**src/rtl/mem_port_arbiter.sv**
```systemverilog
// Two-port round-robin arbiter in front of one single-ported memory with fixed read latency.
// Define MEM_ARB_FIXED_PRIO_EN to make port 0 always win ties (port 1 may starve).
module mem_port_arbiter #(
  parameter int AW     = 32,
  parameter int DW     = 32,
  parameter int RD_LAT = 1
) (
  input  logic          clk,
  input  logic          reset,
  input  logic          m0_req,
  input  logic          m0_we,
  input  logic [AW-1:0] m0_addr,
  input  logic [DW-1:0] m0_wdata,
  output logic          m0_gnt,
  output logic          m0_rvalid,
  output logic [DW-1:0] m0_rdata,
  input  logic          m1_req,
  input  logic          m1_we,
  input  logic [AW-1:0] m1_addr,
  input  logic [DW-1:0] m1_wdata,
  output logic          m1_gnt,
  output logic          m1_rvalid,
  output logic [DW-1:0] m1_rdata,
  output logic          mem_en,
  output logic          mem_we,
  output logic [AW-1:0] mem_addr,
  output logic [DW-1:0] mem_wdata,
  input  logic [DW-1:0] mem_rdata,
  output logic          busy,
  output logic [1:0]    dbg_state
);

  // Handshake: mN_req is held high until the one-cycle mN_gnt, which marks the cycle the
  // command is on the memory bus; mN_rvalid is a one-cycle pulse with no backpressure.
  typedef enum logic [1:0] {IDLE = 2'd0, ISSUE = 2'd1, RDWAIT = 2'd2} state_t;

  localparam logic [2:0] LAT_INIT = 3'(RD_LAT - 1);

  state_t        state, state_nxt;
  logic          owner, owner_nxt;
  logic          last, last_nxt;
  logic          cmd_we, cmd_we_nxt;
  logic [AW-1:0] cmd_addr, cmd_addr_nxt;
  logic [DW-1:0] cmd_wdata, cmd_wdata_nxt;
  logic [2:0]    lat_cnt, lat_cnt_nxt;
  logic          winner;
  logic          issue;
  logic          rd_done;

`ifdef MEM_ARB_FIXED_PRIO_EN
  assign winner = m1_req & ~m0_req;
`else
  assign winner = (m0_req & m1_req) ? ~last : m1_req;
`endif

  always_ff @(posedge clk or negedge reset) begin
    if (!reset) begin
      state     <= IDLE;
      owner     <= 1'b0;
      last      <= 1'b1;
      cmd_we    <= 1'b0;
      cmd_addr  <= '0;
      cmd_wdata <= '0;
      lat_cnt   <= 3'd0;
    end else begin
      state     <= state_nxt;
      owner     <= owner_nxt;
      last      <= last_nxt;
      cmd_we    <= cmd_we_nxt;
      cmd_addr  <= cmd_addr_nxt;
      cmd_wdata <= cmd_wdata_nxt;
      lat_cnt   <= lat_cnt_nxt;
    end
  end

  always_comb begin
    state_nxt     = state;
    owner_nxt     = owner;
    last_nxt      = last;
    cmd_we_nxt    = cmd_we;
    cmd_addr_nxt  = cmd_addr;
    cmd_wdata_nxt = cmd_wdata;
    lat_cnt_nxt   = lat_cnt;
    case (state)
      IDLE: begin
        if (m0_req || m1_req) begin
          state_nxt     = ISSUE;
          owner_nxt     = winner;
          last_nxt      = winner;
          cmd_we_nxt    = winner ? m1_we    : m0_we;
          cmd_addr_nxt  = winner ? m1_addr  : m0_addr;
          cmd_wdata_nxt = winner ? m1_wdata : m0_wdata;
        end
      end
      ISSUE: begin
        if (cmd_we) begin
          state_nxt = IDLE;
        end else begin
          state_nxt   = RDWAIT;
          lat_cnt_nxt = LAT_INIT;
        end
      end
      RDWAIT: begin
        if (lat_cnt == 3'd0) state_nxt = IDLE;
        else                 lat_cnt_nxt = lat_cnt - 3'd1;
      end
      default: state_nxt = IDLE;
    endcase
  end

  assign issue   = (state == ISSUE);
  assign rd_done = (state == RDWAIT) && (lat_cnt == 3'd0);

  // Memory command bus is zeroed outside the issue cycle so idle cycles are unambiguous.
  assign mem_en    = issue;
  assign mem_we    = issue & cmd_we;
  assign mem_addr  = issue ? cmd_addr  : '0;
  assign mem_wdata = issue ? cmd_wdata : '0;

  assign m0_gnt    = issue & ~owner;
  assign m1_gnt    = issue & owner;
  assign m0_rvalid = rd_done & ~owner;
  assign m1_rvalid = rd_done & owner;
  assign m0_rdata  = m0_rvalid ? mem_rdata : '0;
  assign m1_rdata  = m1_rvalid ? mem_rdata : '0;

  assign busy      = (state != IDLE);
  assign dbg_state = state;

endmodule
```
**config.mk**
```make
export PLATFORM = sky130hd
export DESIGN_NAME = mem_port_arbiter
export DESIGN_NICKNAME = d
export VERILOG_FILES = /design/src/rtl/mem_port_arbiter.sv
export SDC_FILE = /design/constraint.sdc
export NUM_CORES = 1
export LEC_CHECK = 0
export CORE_AREA = 2 2 117 119
export CTS_BUF_LIST = sky130_fd_sc_hd__clkbuf_8
export DETAILED_ROUTE_END_ITERATION = 8
export DIE_AREA = 0 0 119 121
export PLACE_DENSITY = 0.88
export SLEW_MARGIN = 20
export SYNTH_ARGS = -nofsm -noshare
export SYNTH_HDL_FRONTEND = slang
export SYNTH_SLANG_ARGS = --single-unit
export TNS_END_PERCENT = 30
```
**constraint.sdc**
```tcl
create_clock -name clk -period 1.8 [get_ports clk]
set_input_delay 0.27 -clock clk [delete_from_list [all_inputs] [get_ports clk]]
set_output_delay 0.27 -clock clk [all_outputs]
set_load 0.01 [all_outputs]
```
==> results.md, run 1 <==
- Antenna Violating Nets Remaining: 0
- Slew Viols, Final: 0
- Unique masters post-synth: 29
- Initial Utilization: 34.32%
- Setup Slack @ Placement: -311.3 ps
- Final GP Congestion: 0.8501
- Final Cycle Share: 122.7%
- Routed WL: 17.27 mm
- CTS tree: built
- Syn avg cell area: 8.285 sq um
- Slew HR: 68.09%
- Share of layout cells above drive strength 1: 32.53%
- Reg clk slew, reported paths: 80 ps
- Post-Synthesis Cell Area: 4491 sq um
- Initial antenna violation count: 5
- Critical Path, Cell by Cell: inv_2, ha_4, nand3b_1, buf_4, nor2_4, buf_6, buf_12, buf_6, and2_1, buf_2
- Die Span Y: 121 microns
- Residual DRC: 0
- Unrepaired setup endpoints after global routing: true
- DP Area: 7913 sq um
- I/O Buffers: 302
- TNS Setup: -25330 ps
- First-pass GRT wire length: 25.62 mm
- CTS Buf Count: 9
- Most frequent CP cell: buf_6
- Total gr overflow: 0
- HP Class: input port to asynchronous set/reset pin
- Die width: 119 microns
- Final setup vio count: 100
- Synth Net Count: 713
- Yosys reg bits: 72
- CP max stage delay: 390 ps
- Crit. Startpoint: dbg_state[0]$_DFFE_PN0P_
- CTS root buffer: clkbuf_8
- Detailed Routing Iterations Pass 1: 4
- Die area: 14400 sq um
- Drt initial violations: 194
- Register area: 1803 sq um
- Final hold violation count: 0
- Worst-case clock buffer depth: 2
- Fillers: 1155
- Slowest cell on crit path: dfrtp_1
- Via density per instance: 4.718
- PwrDens: 1491 nW/um^2
- Area Overhead vs Synth: 78.16%
- Async SR Flop Fraction: 100.0%
- Detailed Place HPWL: 12.41 mm
- Vias: 4987
- Worst Setup Start Kind: register
- Final core utilization: 61.14%
- Worst-Margin Slew: 478.6 ps
- Post-synth EDFFs: 0
- Multi-input logic area: 2515 sq um
- Critical Path Fanout Max: 5
- Finished Layout Cells: 1057
- Clk Latency, worst-skew pair: 340 ps
- H-tree levels: 3
- Outcome: complete, but fails checks
- Total GRT Usage: 22.65%
- Crit end category: output pin
- Core Area: 13090 sq um
- IO Pins: 303
- Post-synth top flop: dfrtp_1
- Clock skew: 10.56 ps
- CP required: 1530 ps
- Sequential area share after synthesis: 40.15%
- Type of the worst setup path: register to output pin
- Arr. time, crit path: 1940 ps
- Finished Cell Area: 8000 sq um
- Max VDD drop: 0.7851 mV
- Yosys warning total: 0
- Largest net degree at the start of global routing: 40
- Synth Instances: 542
- Leakage: 3.763 nW
- Failing checks: negative setup slack
- Placement Rows: 42
- Clock period minus worst slack: 2208 ps
- Reg2reg start: dbg_state[0]$_DFFE_PN0P_
- Max cap viols: 0
- Clk sinks: 72
- Nets: 1042
- Max frequency: 453.0 MHz
- Wirelength per Cell: 16.34 microns
- Vias in the first global route: 4816
- Dpl cells: 1011
- Final worst slack: -407.7 ps
state kept, by name, indices dropped and copies added, names as in the netlist:
name       cells
cmd_we         1
cmd_wdata     32
lat_cnt        3
dbg_state      2
last           1
cmd_addr      32
owner          1
per-layer routing:
layer | global-route usage, % | vias to the layer above | wire length [microns] | share of wire, %
met5 | 0 | - | 0 | 0
met4 | 9.077 | 0 | 486 | 2.8
met3 | 8.318 | 36 | 1309 | 7.6
met2 | 41.06 | 208 | 9224 | 53
met1 | 23.75 | 2325 | 6246 | 36
li1 | - | 2418 | - | -
final timing paths:
kind	to	slack [ps]	cells after the start
worst max-delay path	m1_rdata[3]	-410	10
max in group asynchronous	cmd_wdata[16]$_DFFE_PN0P_	780	3
min in group clk	cmd_wdata[21]$_DFFE_PN0P_	460	3
worst min-delay path	cmd_addr[13]$_DFFE_PN0P_	430	2
worst max register to register	cmd_wdata[21]$_DFFE_PN0P_	90	9
worst min register to register	cmd_addr[24]$_DFFE_PN0P_	510	2
logic make-up (layout without fill, tap and decap cells):
family                   Yosys count  in the layout  synth area share, %
AND/OR/NAND/NOR                  273            273                30.51
AO/OA/AOI/OAI                    142            142                21.48
flip-flops                        72             72                40.15
buffers and inverters             48            382                6.018
adder cells (fa/ha/maj)            5              5                1.393
multiplexers                       2              2               0.4458
other                              0              5                    0
cells in the final DEF (no fill, tap or decap), types with 2 or more instances in the layout:
master             n
buf_12            13
inv_1              4
dfrtp_1           71
dlymetal6s2s_1     4
inv_2              4
and2_1           122
nand2b_1           3
buf_8              2
mux2i_1            2
buf_2             64
a21oi_1           72
and2_4             7
ha_1               2
nor2_4             2
a21oi_2           60
clkbuf_2          56
clkbuf_8          10
nand2_1           66
o22ai_1            2
nor2_1            67
diode_2            5
and3_1             2
buf_4             31
clkbuf_16          5
ha_4               3
bufinv_16          3
clkdlybuf4s50_1  166
buf_6             16
critical path: cells and delay by family, from the launching register on:
| family | cells | cell delay (ps) |
|---|---|---|
| simple gates | 3 | 340 |
| fa+ha+maj | 1 | 140 |
| flops | 1 | 390 |
| buf+inv | 6 | 720 |
power breakdown:
| part | leakage (nW) | switching [mW] | internal [mW] | total (mW) |
|---|---|---|---|---|
| Combinational | 2.82 | 3.87 | 3.66 | 7.54 |
| Sequential | 0.818 | 0.386 | 2.43 | 2.81 |
| Clock | 0.128 | 0.623 | 0.954 | 1.58 |
cell type report:
cell class / count / area share [%]
clock inverters: 6 / 1.345
multi-input cells: 422 / 31.44
diodes: 5 / 0.1564
repair buffers: 359 / 39.72
flip-flops and latches: 72 / 22.54
inverters: 7 / 0.3284
clock buffers: 10 / 1.720
well taps: 176 / 2.753
Yosys cell counts (3+ instances only):
library cell	n	share of area, %
clkbuf_1	11	0.92
inv_1	7	0.59
nor2_1	69	5.8
a21oi_1	72	8.0
nand2_1	66	5.5
buf_6	6	1.5
a21oi_2	60	12
ha_1	5	1.4
buf_4	6	1.0
buf_2	18	2.0
and2_1	129	18
nand2b_1	3	0.42
dfrtp_1	71	40
per-stage QoR:
stage	hold WS, ps	total power [mW]
finish	432.6	11.93
global route	441.6	12.79
CTS	416.8	12.13
detailed placement	257.3	10.58
global placement	260.7	10.42
floorplan	-25.59	6.713
what timing repair did:
| action | 4_1_cts | 5_1_grt |
|---|---|---|
| gates resized for setup | 282 | 173 |
| pin swaps | 9 | 10 |
| endpoints found under the setup margin | 135 | 150 |
| setup buffers | 6 | 12 |
| gates cloned | 1 | 5 |
| hold buffers | 1 | 0 |
| hold endpoints to repair | 32 | 0 |
Note: power is estimated with default switching activity, not from simulation.
==> inputs of run 2 (changes only) <==
CORE_AREA = unset   (was 2 2 117 119)
CORE_ASPECT_RATIO = 0.8   (was unset)
CORE_MARGIN = 2   (was unset)
CORE_UTILIZATION = 37   (was unset)
CTS_CLUSTER_DIAMETER = 30   (was unset)
CTS_CLUSTER_SIZE = 14   (was unset)
DIE_AREA = unset   (was 0 0 119 121)
PLACE_DENSITY = 0.93   (was 0.88)
==> run 2 against run 1 <==
The run still ends with negative setup slack left. Register-to-register slack barely moved. Routed wire length shrank 1.8%. Setup slack improved by 140 ps. Clock skew decreased by 4.4 ps. Worst hold slack worse by 65 ps. Critical endpoint is now m0_rdata[13].
==> results.md, run 2 (synthesis results as in run 1) <==
- Slowest cell on crit path: dfrtp_1
- CP Depth: 8 (-2)
- TNS Setup: -20400 ps (+4922 ps)
- CTS root buffer: clkbuf_8
- Via density per instance: 4.852 (+2.8%)
- Dpl cells: 979 (-3.2%)
- Total gr overflow: 0 (unchanged)
- First-pass GRT wire length: 25.71 mm (+0.35%)
- Register share of total power: 22.7% (-0.9 points)
- Worst-case clock buffer depth: 2 (unchanged)
- Clk sinks: 72 (unchanged)
- Drt initial violations: 216 (+11%)
- Length in cells of the worst reg-to-reg path: 8 (-1)
- CTS tree: built
- Placement Rows: 35 (-17%)
- Routed WL: 16.96 mm (-1.8%)
- Reg clk slew, reported paths: 80 ps (about the same)
- Final hold violation count: 0 (unchanged)
- CP max stage delay: 370 ps (-20 ps)
- Vias: 4871 (-2.3%)
- Worst Setup Start Kind: register
- Initial Utilization: 38.41% (+4.1 points)
- Total GRT Usage: 25.17% (+2.5 points)
- Combinational share of power: 64.4% (+1.2 points)
- IO Pins: 303 (unchanged)
- Final Cycle Share: 114.7% (-7.9 points)
- Die Span Y: 102.5 microns (-15%)
- Setup Slack @ Placement: -306.2 ps (+5.111 ps)
- Final worst slack: -265.2 ps (+142.5 ps)
- Largest net degree at the start of global routing: 36 (-10%)
- Slew HR: 75.55% (+7.5 points)
- Wirelength per Cell: 16.89 microns (+3.4%)
- PwrDens: 1570 nW/um^2 (+5.3%)
- Unrepaired setup endpoints after global routing: true
- Sw frac: 39.76% (-1.2 points)
- Final GP Congestion: 0.8331 (-2.0%)
- Worst path bufs/invs: 4 (-2)
- Worst-Margin Slew: 365.6 ps (-113.0 ps)
- Detailed Routing Iterations Pass 1: 4 (unchanged)
- Clk Latency, worst-skew pair: 340 ps (about the same)
- Antenna Violating Nets Remaining: 0 (unchanged)
- Clk pwr share: 12.9% (-0.3 points)
- Int Pwr: 7.550 mW (+7.2%)
- Die width: 127.2 microns (+6.9%)
- Area Overhead vs Synth: 77.82%
- Fillers: 966 (-16%)
- Outcome: complete, but fails checks
- Register area: 1803 sq um (unchanged)
- Hold Slack: 367.9 ps (-64.65 ps)
- Clock period minus worst slack: 2065 ps (-142.5 ps)
- CTS Buf Count: 9 (unchanged)
- Vias in the first global route: 4909 (+1.9%)
- CP required: 1530 ps (about the same)
- I/O Buffers: 302 (unchanged)
- Residual DRC: 0 (unchanged)
- Slew Viols, Final: 0 (unchanged)
- CP top delay family: buffers and inverters
- # diodes: 0 (-5)
- Most frequent cells in the layout: 165 x clkdlybuf4s50_1, 92 x buf_2, 84 x and2_1
- Die area: 13040 sq um (-9.4%)
- Detailed Place HPWL: 11.85 mm (-4.5%)
- Critical Path, Cell by Cell: inv_1, ha_4, nand3b_1, buf_6, nor2_4, buf_8, and2_1, buf_2
- Max VDD drop: 1.012 mV (+29%)
- Core Area: 11690 sq um (-11%)
- Finished Layout Cells: 1004 (-5.0%)
- Arr. time, crit path: 1800 ps (-140 ps)
- P_sw: 4.983 mW (+2.1%)
- Nets: 1022 (-1.9%)
- Max frequency: 484.2 MHz (+6.9%)
- Multi-input logic area: 2621 sq um (+4.2%)
- Max cap viols: 0 (unchanged)
- Failing checks: negative setup slack
- Leakage: 3.700 nW (-1.7%)
- HP Class: input port to asynchronous set/reset pin
- Largest regs: cmd_addr: 32 flops, cmd_wdata: 32 flops, lat_cnt: 3 flops
- Crit end category: output pin
- Share of layout cells above drive strength 1: 36.45% (+3.9 points)
- Initial antenna violation count: 0 (-5)
- Type of the worst setup path: register to output pin
- Clock skew: 6.124 ps (-4.441 ps)
- Commonest non-fill, non-tap cell in the layout: clkdlybuf4s50_1
- H-tree levels: 3 (unchanged)
- Final setup vio count: 117 (+17%)
- Critical Path Fanout Max: 17 (+12)
run 2: per-layer routing:
| layer | share of wire (%) | track usage (%) |
|---|---|---|
| met5 | 0 | 0 |
| met3 | 7.3 | 6.954 |
| met2 | 48 | 42.43 |
| met4 | 1.6 | 5.833 |
| met1 | 43 | 32.73 |
run 2: final cells by class:
class | count | area share (%)
Clock buffer | 11 | 1.896
Clock inverter | 5 | 1.285
Inverter | 7 | 0.3291
Multi-Input combinational cell | 422 | 32.83
Sequential cell | 72 | 22.58
Tap cell | 148 | 2.319
Timing Repair Buffer | 339 | 38.77
run 2: worst reg2reg max path, delay by kind of cell, from the launching register on:
kind,cells,cell delay (ps)
flops,1,430
buf+inv,4,520
simple gates,2,230
compound gates,1,230
fa+ha+maj,1,190
run 2: path summary, 6_finish.rpt:
path,startpoint,end,slack (ps)
min in group clk,m0_addr[13],cmd_addr[13]$_DFFE_PN0P_,460
max reg2reg,dbg_state[1]$_DFFE_PN0P_,lat_cnt[2]$_DFFE_PN0P_,90
max in group asynchronous,reset,cmd_wdata[27]$_DFFE_PN0P_,860
min,reset,dbg_state[1]$_DFFE_PN0P_,370
min reg2reg,cmd_wdata[8]$_DFFE_PN0P_,cmd_wdata[8]$_DFFE_PN0P_,510
max,lat_cnt[1]$_DFFE_PN0P_,m0_rdata[13],-270
run 2: through the flow:
stage          cell area [sq um]  utilization [%]  total power, mW
6_report                    7985            68.29            12.53
5_1_grt                     7985            68.29            13.42
4_1_cts                     7844            67.08            11.93
3_5_place_dp                7848            67.12            10.50
3_3_place_gp                7848            67.12            10.34
2_1_floorplan               4491                -            6.713
run 2: power by group through the flow:
stage / logic (mW) / registers, mW / clock network [mW]
after floorplan: 3.98 / 2.73 / 0
after global placement: 7.56 / 2.78 / 0
after CTS: 7.46 / 2.81 / 1.67
after detailed placement: 7.68 / 2.83 / 0
after global routing: 8.73 / 2.96 / 1.73
final: 8.07 / 2.85 / 1.61
run 2: what timing repair did:
action                                  in CTS  in global routing
endpoints found under the setup margin     135                169
cloned                                       4                  0
pin swaps                                    4                 37
hold buffers                                 1                  0
buffers inserted                             6                  2
gates resized for setup                    541                112
hold endpoints to repair                    16                  0
==> inputs of run 3 (changes only) <==
CORE_UTILIZATION = 31   (was 37)
PLACE_DENSITY = 0.82   (was 0.93)
clock period = 2.05 ns   (was 1.8 ns; I/O delays follow)
==> run 3 against run 2 <==
The flow still finishes with violations (negative setup slack). First-iteration DRC count up 16%. Core utilization down 13 points. Via count down 0.49%. Combinational power down 23%. Cell area down 1.6%. Largest cell class unchanged.
==> results.md, run 3 (synthesis results as in run 1) <==
- Residual DRC: 0 (unchanged)
- Clock period minus worst slack: 2258 ps
- Finished Cell Area: 7854 sq um (-1.6%)
- I/O Buffers: 302 (unchanged)
- Slowest cell on crit path: dfrtp_1
- Vias: 4847 (-0.49%)
- CTS root buffer: clkbuf_8
- First-pass GRT wire length: 25.12 mm (-2.3%)
- Grt met3 use: 6.108% (-0.85 points)
- Antenna Violating Nets Remaining: 0 (unchanged)
- Clk sinks: 72 (unchanged)
- Commonest non-fill, non-tap cell in the layout: clkdlybuf4s50_1
- Worst Setup Start Kind: register
- H-tree levels: 3 (unchanged)
- TNS Setup: -5676 ps (+14730 ps)
- Leakage: 3.557 nW (-3.9%)
- Outcome: complete, but fails checks
- GR peak layer: met2
- Area Overhead vs Synth: 74.90%
- Largest regs: cmd_addr: 32 flops, cmd_wdata: 32 flops, lat_cnt: 3 flops
- Slew HR: 67.08% (-8.5 points)
- Fillers: 1352 (+40%)
- Clock skew: 8.953 ps (+2.829 ps)
- Hold Slack: 478.9 ps (+111.0 ps)
- Finished Layout Cells: 1042 (+3.8%)
- Worst-Margin Slew: 493.8 ps (+128.2 ps)
- Detailed Place HPWL: 11.63 mm (-1.8%)
- CP required: 1740 ps (+210 ps)
- IO Pins: 303 (unchanged)
- Max cap viols: 0 (unchanged)
- Length in cells of the worst reg-to-reg path: 9 (+1)
- CTS tree: built
- Core Area: 14200 sq um (+21%)
- M2 GR Usage: 32.74% (-9.7 points)
- Routed WL: 16.56 mm (-2.3%)
- Crit end category: output pin
- Most frequent CP cell: buf_6
- Initial antenna violation count: 0 (unchanged)
- Critical Path, Cell by Cell: inv_2, ha_4, nand3b_1, nor2_4, buf_6, buf_8, buf_6, buf_4, and2_1, buf_2
- Detailed Routing Iterations Pass 1: 4 (unchanged)
- Placement Rows: 39 (+11%)
- DP Area: 7820 sq um (-0.35%)
- HP Class: input port to asynchronous set/reset pin
- Via density per instance: 4.652 (-4.1%)
- Initial Utilization: 31.62% (-6.8 points)
- Final GP Congestion: 0.7963 (-4.4%)
- Total GRT Usage: 20.17% (-5.0 points)
- Worst-case clock buffer depth: 2 (unchanged)
- Max frequency: 442.9 MHz
- Max VDD drop: 0.7012 mV (-31%)
- Clk Latency, worst-skew pair: 340 ps (about the same)
- Wirelength per Cell: 15.89 microns (-5.9%)
- CP max stage delay: 400 ps (+30 ps)
- Register area: 1804 sq um (about the same)
- Met1 Use GR: 26.45% (-6.3 points)
- Critical Path Fanout Max: 8 (-9)
- Type of the worst setup path: register to output pin
- PwrDens: 1247 nW/um^2 (-21%)
- Unrepaired setup endpoints after global routing: true
- Multi-input logic area: 2552 sq um (-2.6%)
- Final hold violation count: 0 (unchanged)
- Final Cycle Share: 110.1%
- Slew Viols, Final: 0 (unchanged)
- Die Span Y: 111.7 microns (+8.9%)
- Drt initial violations: 250 (+16%)
- Final worst slack: -208.0 ps (+57.21 ps)
- Die width: 138.6 microns (+9.0%)
- Arr. time, crit path: 1950 ps (+150 ps)
- Dpl cells: 1012 (+3.4%)
- Nets: 1025 (+0.29%)
- Reg clk slew, reported paths: 70 ps (about the same)
- Die area: 15470 sq um (+19%)
- Final setup vio count: 64 (-45%)
- Largest net degree at the start of global routing: 40 (+11%)
- Share of layout cells above drive strength 1: 33.45% (-3.0 points)
- Total gr overflow: 0 (unchanged)
- CTS Buf Count: 9 (unchanged)
- Failing checks: negative setup slack
- # diodes: 0 (unchanged)
- Vias in the first global route: 4759 (-3.1%)
- Most frequent cells in the layout: 166 x clkdlybuf4s50_1, 105 x and2_1, 72 x a21oi_1
-- run 3: cell types whose count changed in the layout (fill, tap and decap cells not counted), sizes merged --
cell | previous run | this run
buf | 170 | 92
clkbuf | 13 | 80
clkdlybuf4s15 | 1 | 12
bufinv | 3 | 1
clkinv | 1 | 3
clkdlybuf4s50 | 165 | 166
clkinvlp | 1 | 0
dlygate4sd2 | 0 | 1
inv | 7 | 8
-- run 3: layout make-up --
cell class                 instances  share of cell area, %
timing repair buffer             342                  38.89
multi-input combinational        422                  32.50
sequential                        72                  22.97
clock inverter                     5                 0.6213
inverter                           7                 0.3346
clock buffer                      10                  1.752
tap                              184                  2.931
-- run 3: per-layer routing --
metal  wire [microns]  part of all wire, %
met1             7274                   44
met4              184                  1.1
met2             7933                   48
met3             1166                  7.0
met5                0                    0
-- run 3: power breakdown --
group / internal (mW) / switching [mW]
Clock: 0.579 / 0.524
Combinational: 2.93 / 3.29
Sequential: 2.13 / 0.335
Total: 5.64 / 4.15
-- run 3: final timing paths --
kind,to,slack [ps],from
max,m0_rdata[14],-210,dbg_state[0]$_DFFE_PN0P_
min,cmd_wdata[28]$_DFFE_PN0P_,480,reset
max reg2reg,cmd_addr[15]$_DFFE_PN0P_,190,dbg_state[1]$_DFFE_PN0P_
min reg2reg,cmd_addr[23]$_DFFE_PN0P_,510,cmd_addr[23]$_DFFE_PN0P_
max in group asynchronous,cmd_addr[16]$_DFFE_PN0P_,1000,reset
min in group clk,cmd_wdata[21]$_DFFE_PN0P_,500,m0_wdata[21]
-- run 3: repair_timing --
action,4_1_cts,5_1_grt
setup buffers,0,11
gates resized for setup,187,323
gates cloned,0,3
pin swaps,0,17
endpoints found under the setup margin,135,82
hold buffers,1,0
endpoints found under the hold margin,32,0
-- run 3: worst max-delay path, delay by kind of cell, from the launching register on --
| family | cells | cell delay, ps |
|---|---|---|
| and+or+nand+nor | 3 | 440 |
| buffers and inverters | 6 | 650 |
| adders and majority gates | 1 | 130 |
| DFF | 1 | 400 |
-- run 3: per-stage QoR --
stage	setup WS, ps	power, mW	util (%)
6_report	-208.0	9.794	55.31
3_3_place_gp	-9.023	9.038	55.07
2_1_floorplan	318.5	5.894	-
3_5_place_dp	-53.63	9.158	55.07
4_1_cts	-434.4	9.765	56.26
5_1_grt	-307.6	10.58	55.31
